<file path="config.mk">
export PLATFORM = sky130hd
export DESIGN_NAME = reg_file_mp
export DESIGN_NICKNAME = d
export VERILOG_FILES = /design/src/rtl/reg_file_mp.sv
export SDC_FILE = /design/constraint.sdc
export NUM_CORES = 2
export LEC_CHECK = 0
export CORE_ASPECT_RATIO = 0.9
export CORE_MARGIN = 3
export CORE_UTILIZATION = 25
export DETAILED_ROUTE_END_ITERATION = 8
export PLACE_DENSITY = 0.36
export SETUP_SLACK_MARGIN = 0.3
export SLEW_MARGIN = 15
export SYNTH_ARGS = -nofsm -noshare
export SYNTH_HDL_FRONTEND = slang
export SYNTH_SLANG_ARGS = --single-unit
</file>
<file path="constraint.sdc">
create_clock -name clk_i -period 4.03 [get_ports clk_i]
set_input_delay 0.806 -clock clk_i [delete_from_list [all_inputs] [get_ports clk_i]]
set_output_delay 0.806 -clock clk_i [all_outputs]
set_load 0.01 [all_outputs]
</file>
<file path="src/rtl/reg_file_mp.sv">
// Multi-port register file with two byte-strobed write ports, an optional hard-wired zero entry
// and an optional same-cycle write-to-read bypass. Reads are combinational.
module reg_file_mp #(
    parameter int unsigned DATA_WIDTH = 32,
    parameter int unsigned ADDR_WIDTH = 5,
    parameter int unsigned NUM_RD     = 2,
    parameter int unsigned ZERO_REG   = 1,
    parameter int unsigned BYPASS     = 1
) (
    input  logic                           clk_i,
    input  logic                           rst_n_i,
    input  logic                           wen0_i,
    input  logic [ADDR_WIDTH-1:0]          waddr0_i,
    input  logic [DATA_WIDTH/8-1:0]        wstrb0_i,
    input  logic [DATA_WIDTH-1:0]          wdata0_i,
    input  logic                           wen1_i,
    input  logic [ADDR_WIDTH-1:0]          waddr1_i,
    input  logic [DATA_WIDTH/8-1:0]        wstrb1_i,
    input  logic [DATA_WIDTH-1:0]          wdata1_i,
    input  logic [NUM_RD*ADDR_WIDTH-1:0]   raddr_i,
    output logic [NUM_RD*DATA_WIDTH-1:0]   rdata_o
);

    localparam int NB    = int'(DATA_WIDTH / 8);
    localparam int DEPTH = 1 << ADDR_WIDTH;

    logic [DATA_WIDTH-1:0] mem_q [DEPTH];

    // Value an entry holds after this edge; port 1 is applied last so it wins shared bytes.
    function automatic logic [DATA_WIDTH-1:0] post_write(input logic [DATA_WIDTH-1:0] old_val,
                                                         input logic [ADDR_WIDTH-1:0] addr);
        logic [DATA_WIDTH-1:0] res;
        res = old_val;
        for (int b = 0; b < NB; b++) begin
            if (wen0_i && (waddr0_i == addr) && wstrb0_i[b]) begin
                res[b*8 +: 8] = wdata0_i[b*8 +: 8];
            end
            if (wen1_i && (waddr1_i == addr) && wstrb1_i[b]) begin
                res[b*8 +: 8] = wdata1_i[b*8 +: 8];
            end
        end
        return res;
    endfunction

    always_ff @(posedge clk_i or negedge rst_n_i) begin
        if (!rst_n_i) begin
            for (int e = 0; e < DEPTH; e++) begin
                mem_q[e] <= '0;
            end
        end else begin
            for (int e = 0; e < DEPTH; e++) begin
                if ((ZERO_REG != 0) && (e == 0)) begin
                    mem_q[e] <= '0;
                end else begin
                    mem_q[e] <= post_write(mem_q[e], ADDR_WIDTH'(e));
                end
            end
        end
    end

    // Reset forces zero on every port so a write held during reset never leaks through bypass.
    always_comb begin : read_ports
        logic [ADDR_WIDTH-1:0] ra;
        logic [DATA_WIDTH-1:0] rv;
        ra      = '0;
        rv      = '0;
        rdata_o = '0;
        for (int k = 0; k < int'(NUM_RD); k++) begin
            ra = raddr_i[k*ADDR_WIDTH +: ADDR_WIDTH];
            rv = (BYPASS != 0) ? post_write(mem_q[ra], ra) : mem_q[ra];
            if (!rst_n_i || ((ZERO_REG != 0) && (ra == '0))) begin
                rv = '0;
            end
            rdata_o[k*DATA_WIDTH +: DATA_WIDTH] = rv;
        end
    end

endmodule

</file>
==> results.tsv <==
metric	value	unit
clock.fmax	251.2	MHz
syn_to_final_growth	30.67	%
clkSinkCount	992	
synth_most_common_cell	mux2i_1	
clk_pin_slew_worst_paths	0.06	ns
grt_max_degree	147	
worstHoldPathType	input pin to async pin	
placementRows	175	
period_needed	3.981	ns
wire_per_inst	31.91	um
synth_nets	6507	
cp_data_arrival_time	3.18	ns
slew_violations	0	
ys.flop_type	dfrtp_1	
end_kind	primary output	
crit_chain	buf_16 -> buf_12 -> buf_12 -> mux4_2 -> mux4_2 -> a2111oi_4 -> buf_4 -> nor2_2 -> buf_6	
power_density	456.6	nW/um^2
cap_violations	0	
reg2reg_depth	3	
drive_gt1_share	29.63	%
drt-total-wl	335.8	mm
use_met3	4.133	%
post-route-period-util	98.79	%
largest_register_ffs	992	
die_area	263200	sq um
fin_ws	0.04862	ns
skew	0	ns
rsz0062_at_grt	yes	
fin_util	33.04	%
seq_area_frac_synth	38.62	%
synth_top_cell_area_share	38.62	%
leakage	40.92	nW
relSlewSlack	11.79	%
finalNonFillerCells	10520	
clock_latency	0.81	ns
worstMarginPinSlew	1.318	ns
grtUsageMet2	37.88	%
routabilityCongestion	0.9380	
synth_enable_flop_cells	0	
fin_nets	7159	
die_x	540.5	um
coreArea	254200	sq um
ys_types	68	
rr_startpoint	mem_q[131]	
grt_util_met1	35.31	%
synth-seq-cells	992	
busiest_layer	met2	
synth_top_cells_by_count	1,190 x mux2i_1, 1,094 x nor2_1, 1,031 x a21oi_1	
num_vias	56560	
multi_input_area	39070	sq um
drc_errors	0	
cts_tree	done	
synth_area	64270	sq um
critPathLaunchType	input pin	
hpwl	235.1	mm
hold_buffers	0	
grt_pass1_vias	54130	
ys_async_sr_fraction	100.0	%
critical-path-slowest-cell	mux4_2	
dr.pass1.iters	5	
path_max_fanout	21	
die_y	487.0	um
critPathMaxStageDelay	0.53	ns
grtUsageTotal	24.92	%
crit_required	3.22	ns
status	finished clean	
reg_top3	mem_q (992)	
cts_max_path_buffers	3	
ff_latch_area	24820	sq um
syn_inst	6411	
totalPowerFinal	38.35	mW
ctsRootBufferMaster	clkbuf_16	
grt_pass1_wl	465.1	mm
port_buffers	159	
crit_type	input pin to primary output	
peakVddDrop	433.3	uV
htreeDepth	4	
synth.largest_area_cell	dfrtp_1	
ant_nets	0	
netlist_top_cells_area	dfrtp_1 39%, mux2i_1 19%, mux4_2 13%, a21oi_1 8.0%, nor2_1 6.4%	
ys_warn_count	0	
dp_slack	-1.264	ns
reg2reg_to	mem_q[131]	
finalHoldViolCount	0	
reg2reg_slack	3.13	ns
top_register	mem_q	
setup_viol	0	
avgSynthCellArea	10.03	sq um
overflow	0	
n_fill_cell	25660	
drt-initial-drc-count	6033	
start_util	25.28	%
ios	160	
cts_buffers	133	
via_per_inst	5.375	
antenna_found_initial	9	
dp_cells	10090	
## cell usage in the layout, fill, tap and decap left out, types with 14 or more instances in the layout
cell type        instances
mux2i_1               1166
nor2_1                1073
a21oi_1                999
dfrtp_1                992
buf_4                  747
mux4_2                 391
nand2_1                330
clkbuf_16              139
buf_12                 123
buf_6                  115
mux2_2                  77
buf_2                   59
clkdlybuf4s50_1         47
a22oi_1                 46
o22ai_1                 46
nand3_1                 42
o221ai_1                38
clkbuf_1                34
buf_16                  32
clkbuf_8                30
nand2_2                 26
a21oi_2                 25
o21ai_0                 24
a2bb2oi_1               21
a221oi_1                21
nor3_1                  20
buf_8                   19
o211ai_1                18
nor2b_1                 18
mux2i_2                 17
nand3_2                 15
o221ai_2                14
## what timing repair did
action / CTS / global route
cloned: 18 / 2
gates resized for setup: 795 / 203
setup endpoints to repair: 64 / 64
pin swaps: 115 / 78
buffers inserted: 125 / 57
## worst max path at each step
stage,startpoint,endpoint,cells past startpoint
2_1_floorplan,raddr_i[5],rdata_o[40],7
3_3_place_gp,waddr0_i[1],rdata_o[32],12
3_5_place_dp,waddr0_i[1],rdata_o[37],12
4_1_cts,raddr_i[5],rdata_o[56],10
5_1_grt,mem_q[5],rdata_o[37],6
6_report,raddr_i[6],rdata_o[32],9
## critical path: cells and delay by family
family                 cells  cell delay (ns)
buffers and inverters      5             0.89
multiplexers               2             0.89
AO/OA/AOI/OAI              1             0.49
AND/OR/NAND/NOR            1             0.04
## where the power goes
part           internal (mW)  switching [mW]  total, mW
combinational           5.94            5.61       11.5
sequential              12.6            2.32       14.9
clock                   6.84            5.04       11.9
## through the flow
stage / hold slack [ns] / setup TNS, ns / instance area (sq um)
global placement: 0.4818 / -55.16 / 74480
global route: 0.3490 / 0 / 83980
CTS: 0.3800 / 0 / 82600
detailed placement: 0.4921 / -46.98 / 74480
floorplan: 0.4609 / 0 / 64270
finish: 0.3266 / 0 / 83990
## logic make-up (layout without fill, tap and decap cells)
family	after synthesis	after routing	synth area share (%)
muxes	1660	1660	33.71
buffers and inverters	653	1397	4.335
xor gates and xnor gates	20	20	0.2725
AOI/OAI and AO/OA	1409	1409	12.47
and+or+nand+nor	1677	1677	10.59
DFF	992	992	38.62
other	0	5	0
## final cells by class
type                    instances  share of cell area [%]
repair buffers               1164                   13.86
well taps                    3363                   5.010
clock buffers                 201                   4.725
clock inverters                26                  0.2741
diodes                          5                 0.01490
multi-input cells            4766                   46.52
flip-flops and latches        992                   29.56
inverters                       6                 0.03426
## metal layers
metal	vias up	part of all wire [%]
li1	24850	-
met1	29030	45
met2	2198	44
met3	495	6.6
met4	0	4.5
met5	-	0
Power figures use the tool's default switching activity.
